$ cat src/rtl/axi_sram_slave.sv
// AXI3 responder serving one INCR burst at a time from a single-port word SRAM.
// Write channel has priority; unsupported or out-of-range bursts return SLVERR/DECERR.
module axi_sram_slave #(
   parameter int          MEM_ADDR_BIT = 12,
   parameter logic [31:0] BASE_ADDR    = 32'h0000_0000
) (
   input  logic                    clk,
   input  logic                    rst,
   input  logic [3:0]              arid,
   input  logic [31:0]             araddr,
   input  logic [7:0]              arlen,
   input  logic [2:0]              arsize,
   input  logic [1:0]              arburst,
   input  logic [1:0]              arlock,
   input  logic [3:0]              arcache,
   input  logic [2:0]              arprot,
   input  logic                    arvalid,
   output logic                    arready,
   output logic [3:0]              rid,
   output logic [31:0]             rdata,
   output logic [1:0]              rresp,
   output logic                    rlast,
   output logic                    rvalid,
   input  logic                    rready,
   input  logic [3:0]              awid,
   input  logic [31:0]             awaddr,
   input  logic [7:0]              awlen,
   input  logic [2:0]              awsize,
   input  logic [1:0]              awburst,
   input  logic [1:0]              awlock,
   input  logic [3:0]              awcache,
   input  logic [2:0]              awprot,
   input  logic                    awvalid,
   output logic                    awready,
   input  logic [3:0]              wid,
   input  logic [31:0]             wdata,
   input  logic [3:0]              wstrb,
   input  logic                    wlast,
   input  logic                    wvalid,
   output logic                    wready,
   output logic [3:0]              bid,
   output logic [1:0]              bresp,
   output logic                    bvalid,
   input  logic                    bready,
   output logic                    mem_en,
   output logic [3:0]              mem_wen,
   output logic [MEM_ADDR_BIT-1:0] mem_addr,
   output logic [31:0]             mem_wdata,
   input  logic [31:0]             mem_rdata
);

   typedef enum logic [2:0] {
      S_IDLE, S_RD_REQ, S_RD_DATA, S_WR_DATA, S_WR_RESP, S_WR_DRAIN
   } state_t;

   localparam logic [1:0]  OKAY    = 2'b00;
   localparam logic [1:0]  SLVERR  = 2'b10;
   localparam logic [1:0]  DECERR  = 2'b11;
   localparam logic [30:0] C_WORDS = 31'd1 << MEM_ADDR_BIT;

   state_t                  r_state;
   state_t                  w_next;
   logic [3:0]              r_id;
   logic [MEM_ADDR_BIT-1:0] r_addr;
   logic [7:0]              r_len;
   logic [7:0]              r_beat;
   logic [1:0]              r_err;
   logic [1:0]              r_bresp;

   logic [3:0]  w_id;
   logic [31:0] w_addr;
   logic [7:0]  w_len;
   logic [2:0]  w_size;
   logic [1:0]  w_burst;
   logic [30:0] w_off;
   logic [30:0] w_end;
   logic [1:0]  w_err;
   logic        w_aw_acc;
   logic        w_ar_acc;
   logic        w_rd_step;
   logic        w_wr_step;
   logic        w_unused;

   assign w_id    = awvalid ? awid    : arid;
   assign w_addr  = awvalid ? awaddr  : araddr;
   assign w_len   = awvalid ? awlen   : arlen;
   assign w_size  = awvalid ? awsize  : arsize;
   assign w_burst = awvalid ? awburst : arburst;

   // Word offset from the SRAM base; bit 30 set means the start lies below it.
   assign w_off = {1'b0, w_addr[31:2]} - {1'b0, BASE_ADDR[31:2]};
   assign w_end = {1'b0, w_off[29:0]} + {23'd0, w_len};
   assign w_err = (w_off[30] || w_end >= C_WORDS) ? DECERR :
                  (w_size != 3'b010 || w_burst != 2'b01) ? SLVERR : OKAY;

   assign w_aw_acc  = awvalid && awready;
   assign w_ar_acc  = arvalid && arready;
   assign w_rd_step = (r_state == S_RD_DATA) && rready;
   assign w_wr_step = (r_state == S_WR_DATA) && wvalid;

   assign w_unused = ^{arlock, arcache, arprot, awlock, awcache, awprot,
                       wid, w_addr[1:0], w_off[29:MEM_ADDR_BIT]};

   always_ff @(posedge clk) begin
      if (rst) r_state <= S_IDLE;
      else     r_state <= w_next;
   end

   always_ff @(posedge clk) begin
      if (rst) begin
         r_id    <= '0;
         r_addr  <= '0;
         r_len   <= '0;
         r_beat  <= '0;
         r_err   <= OKAY;
         r_bresp <= OKAY;
      end else if (w_aw_acc || w_ar_acc) begin
         r_id    <= w_id;
         r_addr  <= w_off[MEM_ADDR_BIT-1:0];
         r_len   <= w_len;
         r_beat  <= '0;
         r_err   <= w_err;
         r_bresp <= w_aw_acc ? w_err : OKAY;
      end else if (w_rd_step || w_wr_step) begin
         r_addr <= r_addr + MEM_ADDR_BIT'(1);
         r_beat <= r_beat + 8'd1;
         // Overrun beats and an early wlast both make the burst a slave error.
         if (w_wr_step && (r_beat > r_len || (wlast && r_beat != r_len)))
            r_bresp <= SLVERR;
      end
   end

   always_comb begin
      w_next    = r_state;
      arready   = 1'b0;
      awready   = 1'b0;
      wready    = 1'b0;
      rvalid    = 1'b0;
      rlast     = 1'b0;
      rid       = '0;
      rdata     = '0;
      rresp     = OKAY;
      bvalid    = 1'b0;
      bid       = '0;
      bresp     = OKAY;
      mem_en    = 1'b0;
      mem_wen   = '0;
      mem_addr  = '0;
      mem_wdata = '0;
      unique case (r_state)
         S_IDLE: begin
            if (!rst) begin
               awready = 1'b1;
               arready = !awvalid;
               if (awvalid)
                  w_next = (w_err == OKAY) ? S_WR_DATA : S_WR_DRAIN;
               else if (arvalid)
                  w_next = S_RD_REQ;
            end
         end
         S_RD_REQ: begin
            mem_en   = (r_err == OKAY);
            mem_addr = r_addr;
            w_next   = S_RD_DATA;
         end
         S_RD_DATA: begin
            rvalid = 1'b1;
            rid    = r_id;
            rdata  = (r_err == OKAY) ? mem_rdata : '0;
            rresp  = r_err;
            rlast  = (r_beat == r_len);
            if (rready)
               w_next = rlast ? S_IDLE : S_RD_REQ;
         end
         S_WR_DATA: begin
            wready = 1'b1;
            if (wvalid) begin
               if (r_beat <= r_len && wstrb != 4'h0) begin
                  mem_en    = 1'b1;
                  mem_wen   = wstrb;
                  mem_addr  = r_addr;
                  mem_wdata = wdata;
               end
               if (wlast) w_next = S_WR_RESP;
            end
         end
         S_WR_DRAIN: begin
            wready = 1'b1;
            if (wvalid && wlast) w_next = S_WR_RESP;
         end
         S_WR_RESP: begin
            bvalid = 1'b1;
            bid    = r_id;
            bresp  = r_bresp;
            if (bready) w_next = S_IDLE;
         end
         default: w_next = S_IDLE;
      endcase
   end

endmodule
$ cat config.mk
export PLATFORM = sky130hd
export DESIGN_NAME = axi_sram_slave
export DESIGN_NICKNAME = d
export VERILOG_FILES = /design/src/rtl/axi_sram_slave.sv
export SDC_FILE = /design/constraint.sdc
export NUM_CORES = 1
export LEC_CHECK = 0
export CAP_MARGIN = 25
export CORE_AREA = 2 2 116 118
export CTS_BUF_LIST = sky130_fd_sc_hd__clkbuf_8 sky130_fd_sc_hd__clkbuf_16
export CTS_CLUSTER_DIAMETER = 50
export DETAILED_ROUTE_END_ITERATION = 8
export DIE_AREA = 0 0 118 120
export PLACE_DENSITY = 0.8
export SYNTH_ARGS = -nofsm -noshare
export SYNTH_HDL_FRONTEND = slang
export SYNTH_SLANG_ARGS = --single-unit
$ cat constraint.sdc
create_clock -name clk -period 13.7 [get_ports clk]
set_clock_uncertainty 0.15 [all_clocks]
set_input_delay 2.74 -clock clk [delete_from_list [all_inputs] [get_ports clk]]
set_output_delay 2.74 -clock clk [all_outputs]
set_load 0.05 [all_outputs]
Word-level counts from Yosys, hierarchy flattened
Cells that the tools add are included.
- register bits after elaboration: 39
- output and inout bits: 99
- mux-type cells: 49
- $lt $le $gt $ge: 3
- $add $sub $neg: 3
- equal/unequal tests: 15
- reductions and logical operators: 23
- operators by type and width (operator ; count):
    32-bit two-way mux ; 6
    12-bit two-way mux ; 4
    30-bit by 8-bit adder with 31-bit output ; 1
    31-bit by 13-bit >= comparator with 1-bit output, second input constant ; 1
    3-bit two-way mux ; 9
    4-bit two-way mux ; 6
    12-bit case mux with 2 select lines ; 1
    2-bit two-way mux ; 9
    3-bit case mux with 6 select lines ; 1
    12-bit by 1-bit adder with 12-bit output, second input constant ; 1
    1-bit two-way mux ; 11
    2-bit != test, second input constant ; 5
    8-bit by 1-bit adder with 8-bit output, second input constant ; 1
    8-bit equality test ; 1
    8-bit > comparator ; 1
    8-bit <= comparator ; 1
    1-bit logical AND ; 8
    8-bit two-way mux ; 1
    8-bit != test ; 1
    3-bit by 2-bit equality test with 1-bit output, second input constant ; 2
    3-bit equality test, second input constant ; 2
    6-bit AND reduction ; 1
    2-bit zero test ; 2
    1-bit logical OR ; 4
    other kinds (11) ; 13

Longest topological paths before layout
Gate-level depths: netlist (run 1).
- word-level depth: 9
- gate-level depth with buffers: 17
- gate-level depth less buffers: 11

Worst setup path after synthesis (run 1)
No wires, ideal clock.
- path type: input to output
- start point: input port rst
- end point: output port arready
- path buffers: 0
- slack: 5.531 ns
- stages: 2
- data arrival time: 5.279 ns
- path through: nor4_1 nor2b_1
- word-level cells in the longest chain between the ends: 2
- ends and longest elaborated chain (what ; RTL line ; text):
    from (decl) ; 8 ; input logic rst,
    1-bit two-way mux ; 152 ; if (!rst) begin
    1-bit two-way mux ; 150 ; unique case (r_state)
    to (decl) ; 18 ; output logic arready,
Every way passes these cells.

Worst setup path after layout (run 1)
- start point: input port wstrb[0]
- end point: output port mem_addr[4]
- word-level cells in the longest chain between the ends: 5
- ends and longest elaborated chain (what ; RTL line ; text):
    from (decl) ; 37 ; input logic [3:0] wstrb,
    4-bit nonzero test ; 178 ; if (r_beat <= r_len && wstrb != 4'h0) begin
    1-bit logical AND ; 178 ;
    12-bit two-way mux ; 178 ;
    12-bit two-way mux ; 177 ; if (wvalid) begin
    12-bit case mux with 2 select lines ; 150 ;
    to (decl) ; 47 ; output logic [MEM_ADDR_BIT-1:0] mem_addr,
Every way passes these cells.

==> flow_summary_export.csv, run 1 <==
group,metric,value,unit
synth,synth-edff-count,0,
synth,synth_commonest_cells,"and3_1 (79), nand2_1 (60), nor2_1 (50)",
critical_path,rrSetupSlack,11.08,ns
final_layout,fillers,1234,
routing,drt_iter0_markers,247,
grt,overflow,0,
critical_path,crit_path_end,"mem_addr[4]",
routing,vias,5083,
synth,syn_nets,773,
critical_path,worstSetupPathType,"in2out",
clock_tree,cts_resized,0,
sta,slew_headroom,36.29,%
grt,grt_max_degree,78,
sta,whs,0.3210,ns
floorplanning,fp.coreArea,12980,µm²
clock_tree,post-cts-setup-buffers,0,
floorplanning,start_util,31.81,%
final_layout,syn_to_final_growth,71.97,%
synth,yosysSeqAreaShare,18.91,%
synth,netlist_instances,558,
synth,synth_compound_area_share,16.52,%
floorplanning,die_h,120,µm
synth,synth_warnings,0,
grt,grt_antenna_before_repair,2,
synth,synthAdderAreaFrac,5.939,%
synth,muxShareOfSynthArea,11.61,%
routing,wl,15970,µm
sta,setup_tns,0,ns
critical_path,crit_path_start,"wstrb[0]",
clock_tree,clock_sinks,39,
synth,yosysMostFrequentCell,"and3_1",
synth,synth_top_family_by_area,"simple AND/OR/NAND/NOR gates",
floorplanning,rows,42,
grt,grt_pass1_wl,24460,µm
worst_hold_path,hp-class,"reg2reg",
sta,setup_viol,0,
critical_path,worstReg2RegStart,"r_state[1]",
floorplanning,die-area,14160,µm²
critical_path,path_max_fanout,34,
sta,hold_viol_final,0,
critical_path,startpoint_type,"input pin",
clock_tree,h-tree-depth,2,
critical_path,reg2regPathDepth,6,
power,p_leak,2.893,nW
routing,dr.pass1.iters,5,
sta,rsz0062_at_grt,"no",
clock_tree,cts_made_buffers,5,
grt,track_usage,21.31,%
synth,synth_ff_type,"dfxtp_1",
sta,slew_violations,0,
synth,synth_top_area_share,18.91,%
routing,drtAntennaViolNets,0,
synth,ys_async_sr_fraction,0,%
critical_path,worstReg2RegEnd,"r_bresp[1]",
clock_tree,cts-root-buf,"clkbuf_16",
sta,max_freq,119.4,MHz
sta,worst_slew_pin_slew,0.9557,ns
synth,synth_cell_types,56,
synth,ys_ff_latch,39,
power,total_power,0.6889,mW
grt,grt_pass1_vias,4850,
placed_design,numPortBuffers,268,
sta,period_needed,8.372,ns
synth,synth-xor-area-share,4.030,%
routing,drt_drc_violations_left,0,
synth,synthSimpleGateAreaFrac,37.97,%
critical_path,end_kind,"output port",
critical_path,worst_ep_arrival_time,5.48,ns
clock_tree,clk-insertion-delay-late,0.29,ns
flow_run,cap_violations,0,
final_layout,layout-drive-gt1-share,6.320,%
run_status,outcome,"completed",
routing,viasPerCell,5.160,
synth,synth_top_area_cell,"dfxtp_1",
clock_tree,cts_hold_buf,0,
clock_tree,path_clk_slew,0.06,ns
synth,avgSynthCellArea,7.400,µm²
sta,final.period_utilization,61.11,%
critical_path,critPathRequiredTime,10.81,ns
placed_design,gp_congestion,0.8361,
power,power_density,97.02,nW/µm²
synth,synth_area,4129,µm²
placed_design,dp_hpwl,12980,µm
final_layout,finalNetCount,1021,
floorplanning,die_w,118,µm
clock_tree,cts_buffer_depth,2,
synth,yosys-top-cells-area,"dfxtp_1 (19%), and3_1 (12%), mux2_2 (6.3%)",
routing,wire_per_inst,16.21,µm
power,ir_drop,0.06388,mV
floorplanning,ios,295,
clock_tree,tritoncts,"done",
## worst max-delay path, cell delays in order
cell and delay (ns):
clkdlybuf4s50_1 0.41, nor4_1 0.36, nor2_2 0.07, buf_4 0.22, a21oi_1 0.79, nor2_1 0.13
clkdlybuf4s50_1 0.75
## cell type report
cell class	instances	area [µm²]	share of cell area (%)
well taps	176	220.2	3.101
multi-input cells	471	3154	44.42
diodes	2	5.005	0.07048
inverters	12	45.04	0.6344
clock buffers	5	125.1	1.762
flip-flops and latches	39	780.7	11.00
clock inverters	3	25.02	0.3524
repair buffers	277	2745	38.66
## worst min path at each step
stage | startpoint | end | slack, ns | depth (start not counted)
2_1_floorplan | r_bresp[0] | r_bresp[0] | 0.29 | 2
3_3_place_gp | r_len[0] | r_len[0] | 0.30 | 2
3_5_place_dp | r_len[0] | r_len[0] | 0.32 | 2
4_1_cts | r_len[0] | r_len[0] | 0.33 | 2
5_1_grt | r_len[3] | r_len[3] | 0.36 | 2
6_report | r_len[0] | r_len[0] | 0.32 | 2
## power by group
group	leakage [nW]	total, mW	switching, mW	internal [mW]
registers	0.320	0.165	0.0258	0.139
logic	2.50	0.406	0.247	0.159
clock network	0.0700	0.117	0.0494	0.0680
## per-stage QoR
stage,util [%],setup WS [ns],instance area [µm²],std cells
global placement,53.45,5.327,6938,974
global route,54.70,5.146,7101,985
CTS,54.61,5.288,7088,982
finish,54.70,5.328,7101,985
detailed placement,53.45,5.304,6938,974
floorplan,-,5.531,4129,558
## placed cells by master (no fill, tap or decap), types with 10 or more instances in the layout
cell type,Yosys,final
clkdlybuf4s50_1,0,267
and3_1,79,79
nand2_1,60,60
nor2_1,50,49
dfxtp_1,39,39
a21oi_1,26,26
mux2_2,23,23
mux2i_1,22,22
nand3_1,21,21
nand4_1,18,18
ha_1,18,18
xnor2_1,14,14
and2_1,13,13
inv_1,12,12
o31ai_1,12,12
o21ai_0,10,10
## cells by family after synthesis
family                     Yosys count
adders and majority gates           19
AOI/OAI and AO/OA                  101
buffers and inverters               48
DFF                                 39
muxes                               45
xor gates and xnor gates            19
and+or+nand+nor                    287
## metal layers
| metal | GRT usage (%) | wire [µm] | vias up |
|---|---|---|---|
| li1 | - | - | 2561 |
| met1 | 24.06 | 6361 | 2312 |
| met2 | 40.01 | 8431 | 190 |
| met3 | 4.183 | 971 | 20 |
| met4 | 6.928 | 201 | 0 |
| met5 | 0 | 0 | - |
## registers in the layout, indices dropped and copies added (netlist names)
| register | flops |
|---|---|
| r_addr | 12 |
| r_beat | 8 |
| r_state | 3 |
| r_err | 2 |
| r_id | 4 |
| r_len | 8 |
| r_bresp | 2 |
(Power assumes the default switching activity.)
==> inputs of run 2 (changes only) <==
--- a/config.mk
+++ b/config.mk
@@ -6,12 +6,12 @@
 export NUM_CORES = 1
 export LEC_CHECK = 0
 export CAP_MARGIN = 25
-export CORE_AREA = 2 2 116 118
+export CORE_AREA = 2 2 114 116
 export CTS_BUF_LIST = sky130_fd_sc_hd__clkbuf_8 sky130_fd_sc_hd__clkbuf_16
 export CTS_CLUSTER_DIAMETER = 50
 export DETAILED_ROUTE_END_ITERATION = 8
-export DIE_AREA = 0 0 118 120
-export PLACE_DENSITY = 0.8
+export DIE_AREA = 0 0 116 118
+export PLACE_DENSITY = 0.83
 export SYNTH_ARGS = -nofsm -noshare
 export SYNTH_HDL_FRONTEND = slang
 export SYNTH_SLANG_ARGS = --single-unit
==> constraint.sdc (replaced) <==
create_clock -name clk -period 8.34 [get_ports clk]
set_clock_uncertainty 0.15 [all_clocks]
set_input_delay 1.668 -clock clk [delete_from_list [all_inputs] [get_ports clk]]
set_output_delay 1.668 -clock clk [all_outputs]
set_load 0.05 [all_outputs]
==> flow_summary_export.csv, run 2 (same netlist as run 1, synthesis figures left out) <==
group,metric,value,unit
worst_hold_path,hp-class,"reg2reg",
clock_tree,post-cts-setup-buffers,0,
floorplanning,start_util,33.26,%
run_status,outcome,"completed",
sta,slew_violations,0,
flow_run,cap_violations,0,
critical_path,worstSetupPathType,"reg2out",
routing,viasPerCell,5.197,
floorplanning,die_w,116,µm
final_layout,fillers,1134,
routing,wire_per_inst,15.80,µm
sta,max_freq,158.4,MHz
routing,drtAntennaViolNets,0,
sta,period_needed,6.312,ns
final_layout,largest_reg_flops,12,
grt,track_usage,21.33,%
routing,drt_drc_violations_left,0,
critical_path,path_delay_family,"compound AO/OA/AOI/OAI gates",
routing,wl,15450,µm
floorplanning,rows,41,
floorplanning,die_h,118,µm
critical_path,path_cells,"inv_1 > ha_1 > nor2b_1 > o21a_1 > o21a_1 > o21ai_0 > a2111oi_0 > o22ai_2 > a21oi_1 > nor2_1 > clkdlybuf4s50_1",
power,p_leak,2.902,nW
final_layout,layout-drive-gt1-share,6.203,%
sta,hold_viol_final,0,
routing,dr.pass1.iters,4,
critical_path,worst-path-buf-inv,2,
critical_path,critPathMaxStageDelay,0.95,ns
sta,worst_slew_pin_slew,1.058,ns
routing,vias,5083,
clock_tree,clock_sinks,39,
placed_design,pre_cts_ws,2.281,ns
sta,rsz0062_at_grt,"no",
placed_design,numPortBuffers,268,
clock_tree,path_clk_slew,0.06,ns
grt,overflow,0,
final_layout,final_cell_mix,"clkdlybuf4s50_1 (267), and3_1 (79), nand2_1 (60), nor2_1 (49), dfxtp_1 (39)",
critical_path,critPathSlowestCell,"a21oi_1",
grt,grt_pass1_wl,23660,µm
clock_tree,h-tree-depth,2,
final_layout,reg.largest.list,"r_addr (12), r_beat (8), r_len (8)",
floorplanning,fp.coreArea,12410,µm²
placed_design,gp_congestion,0.8473,
final_layout,regMostFlops,"r_addr",
clock_tree,cts_buffer_depth,2,
final_layout,final_common_cell,"clkdlybuf4s50_1",
critical_path,crit_top_cell,"o21a_1",
clock_tree,cts_made_buffers,5,
final_layout,finalNetCount,1020,
grt,grt_pass1_vias,4753,
routing,drt_iter0_markers,257,
clock_tree,tritoncts,"done",
critical_path,critPathRequiredTime,6.52,ns
clock_tree,cts-root-buf,"clkbuf_16",
critical_path,end_kind,"output port",
clock_tree,clk-insertion-delay-late,0.28,ns
sta,setup_viol,0,
critical_path,startpoint_type,"register",
sta,final.setup.worst_slack,2.028,ns
sta,slew_headroom,29.46,%
sta,final.period_utilization,75.68,%
clock_tree,cts_hold_buf,0,
placed_design,dp_hpwl,12700,µm
sta,setup_tns,0,ns
floorplanning,die-area,13690,µm²
final_layout,n_antenna_cell,0,
critical_path,path_max_fanout,35,
final_layout,syn_to_final_growth,72.00,%
clock_tree,cts_resized,0,
power,power_density,161.7,nW/µm²
critical_path,worst_ep_arrival_time,4.49,ns
grt,grt_max_degree,66,
power,ir_drop,0.09920,mV
floorplanning,ios,295,
grt,grt_antenna_before_repair,0,
## run 2: changes by cell type in the layout (fill, tap and decap cells not counted), sizes merged
| cell | before | now |
|---|---|---|
| buf | 10 | 9 |
| clkinvlp | 1 | 0 |
| diode | 2 | 0 |
| bufinv | 0 | 1 |
## run 2: worst reg2reg max path, delay by kind of cell (launching register included)
family / cells / cell delay, ns
AND/OR/NAND/NOR: 3 / 0.94
AO/OA/AOI/OAI: 3 / 0.77
flip-flops: 1 / 0.47
buffers and inverters: 1 / 0.38
## run 2: cell type report
cell class,count,area (µm²),share of cell area (%)
inverter,12,45.04,0.6342
tap,172,215.2,3.030
clock inverter,3,43.79,0.6166
multi-input combinational,471,3154,44.42
clock buffer,5,125.1,1.762
sequential,39,780.7,10.99
timing repair buffer,276,2738,38.55
## run 2: metrics by stage
stage / power, mW / area, µm² / std cells / hold WS (ns) / util (%)
floorplan: 0.6837 / 4129 / 558 / 0.2856 / -
global placement: 0.9181 / 6925 / 969 / 0.3077 / 55.79
detailed placement: 0.9257 / 6925 / 969 / 0.3206 / 55.79
CTS: 1.146 / 7094 / 977 / 0.3332 / 57.15
global route: 1.218 / 7102 / 978 / 0.3575 / 57.21
finish: 1.148 / 7102 / 978 / 0.3311 / 57.21
## run 2: path summary, 6_finish.rpt
kind	from	to	slack, ns	cells past startpoint
max	r_len[1]	mem_addr[9]	2.03	11
min	r_bresp[0]	r_bresp[0]	0.33	2
max reg2reg	r_state[1]	r_addr[4]	5.57	7
min reg2reg	r_bresp[0]	r_bresp[0]	0.33	2
## run 2: where the power goes
part	switching, mW	internal, mW
sequential	0.0417	0.229
combinational	0.401	0.257
clock	0.0787	0.141
total	0.521	0.627
## run 2: metal layers
layer	GRT usage [%]	vias to the layer above	wire length [µm]
met2	39.91	200	7989
met5	0	-	0
met3	3.399	20	1091
li1	-	2559	-
met1	24.91	2304	6125
met4	4.985	0	246
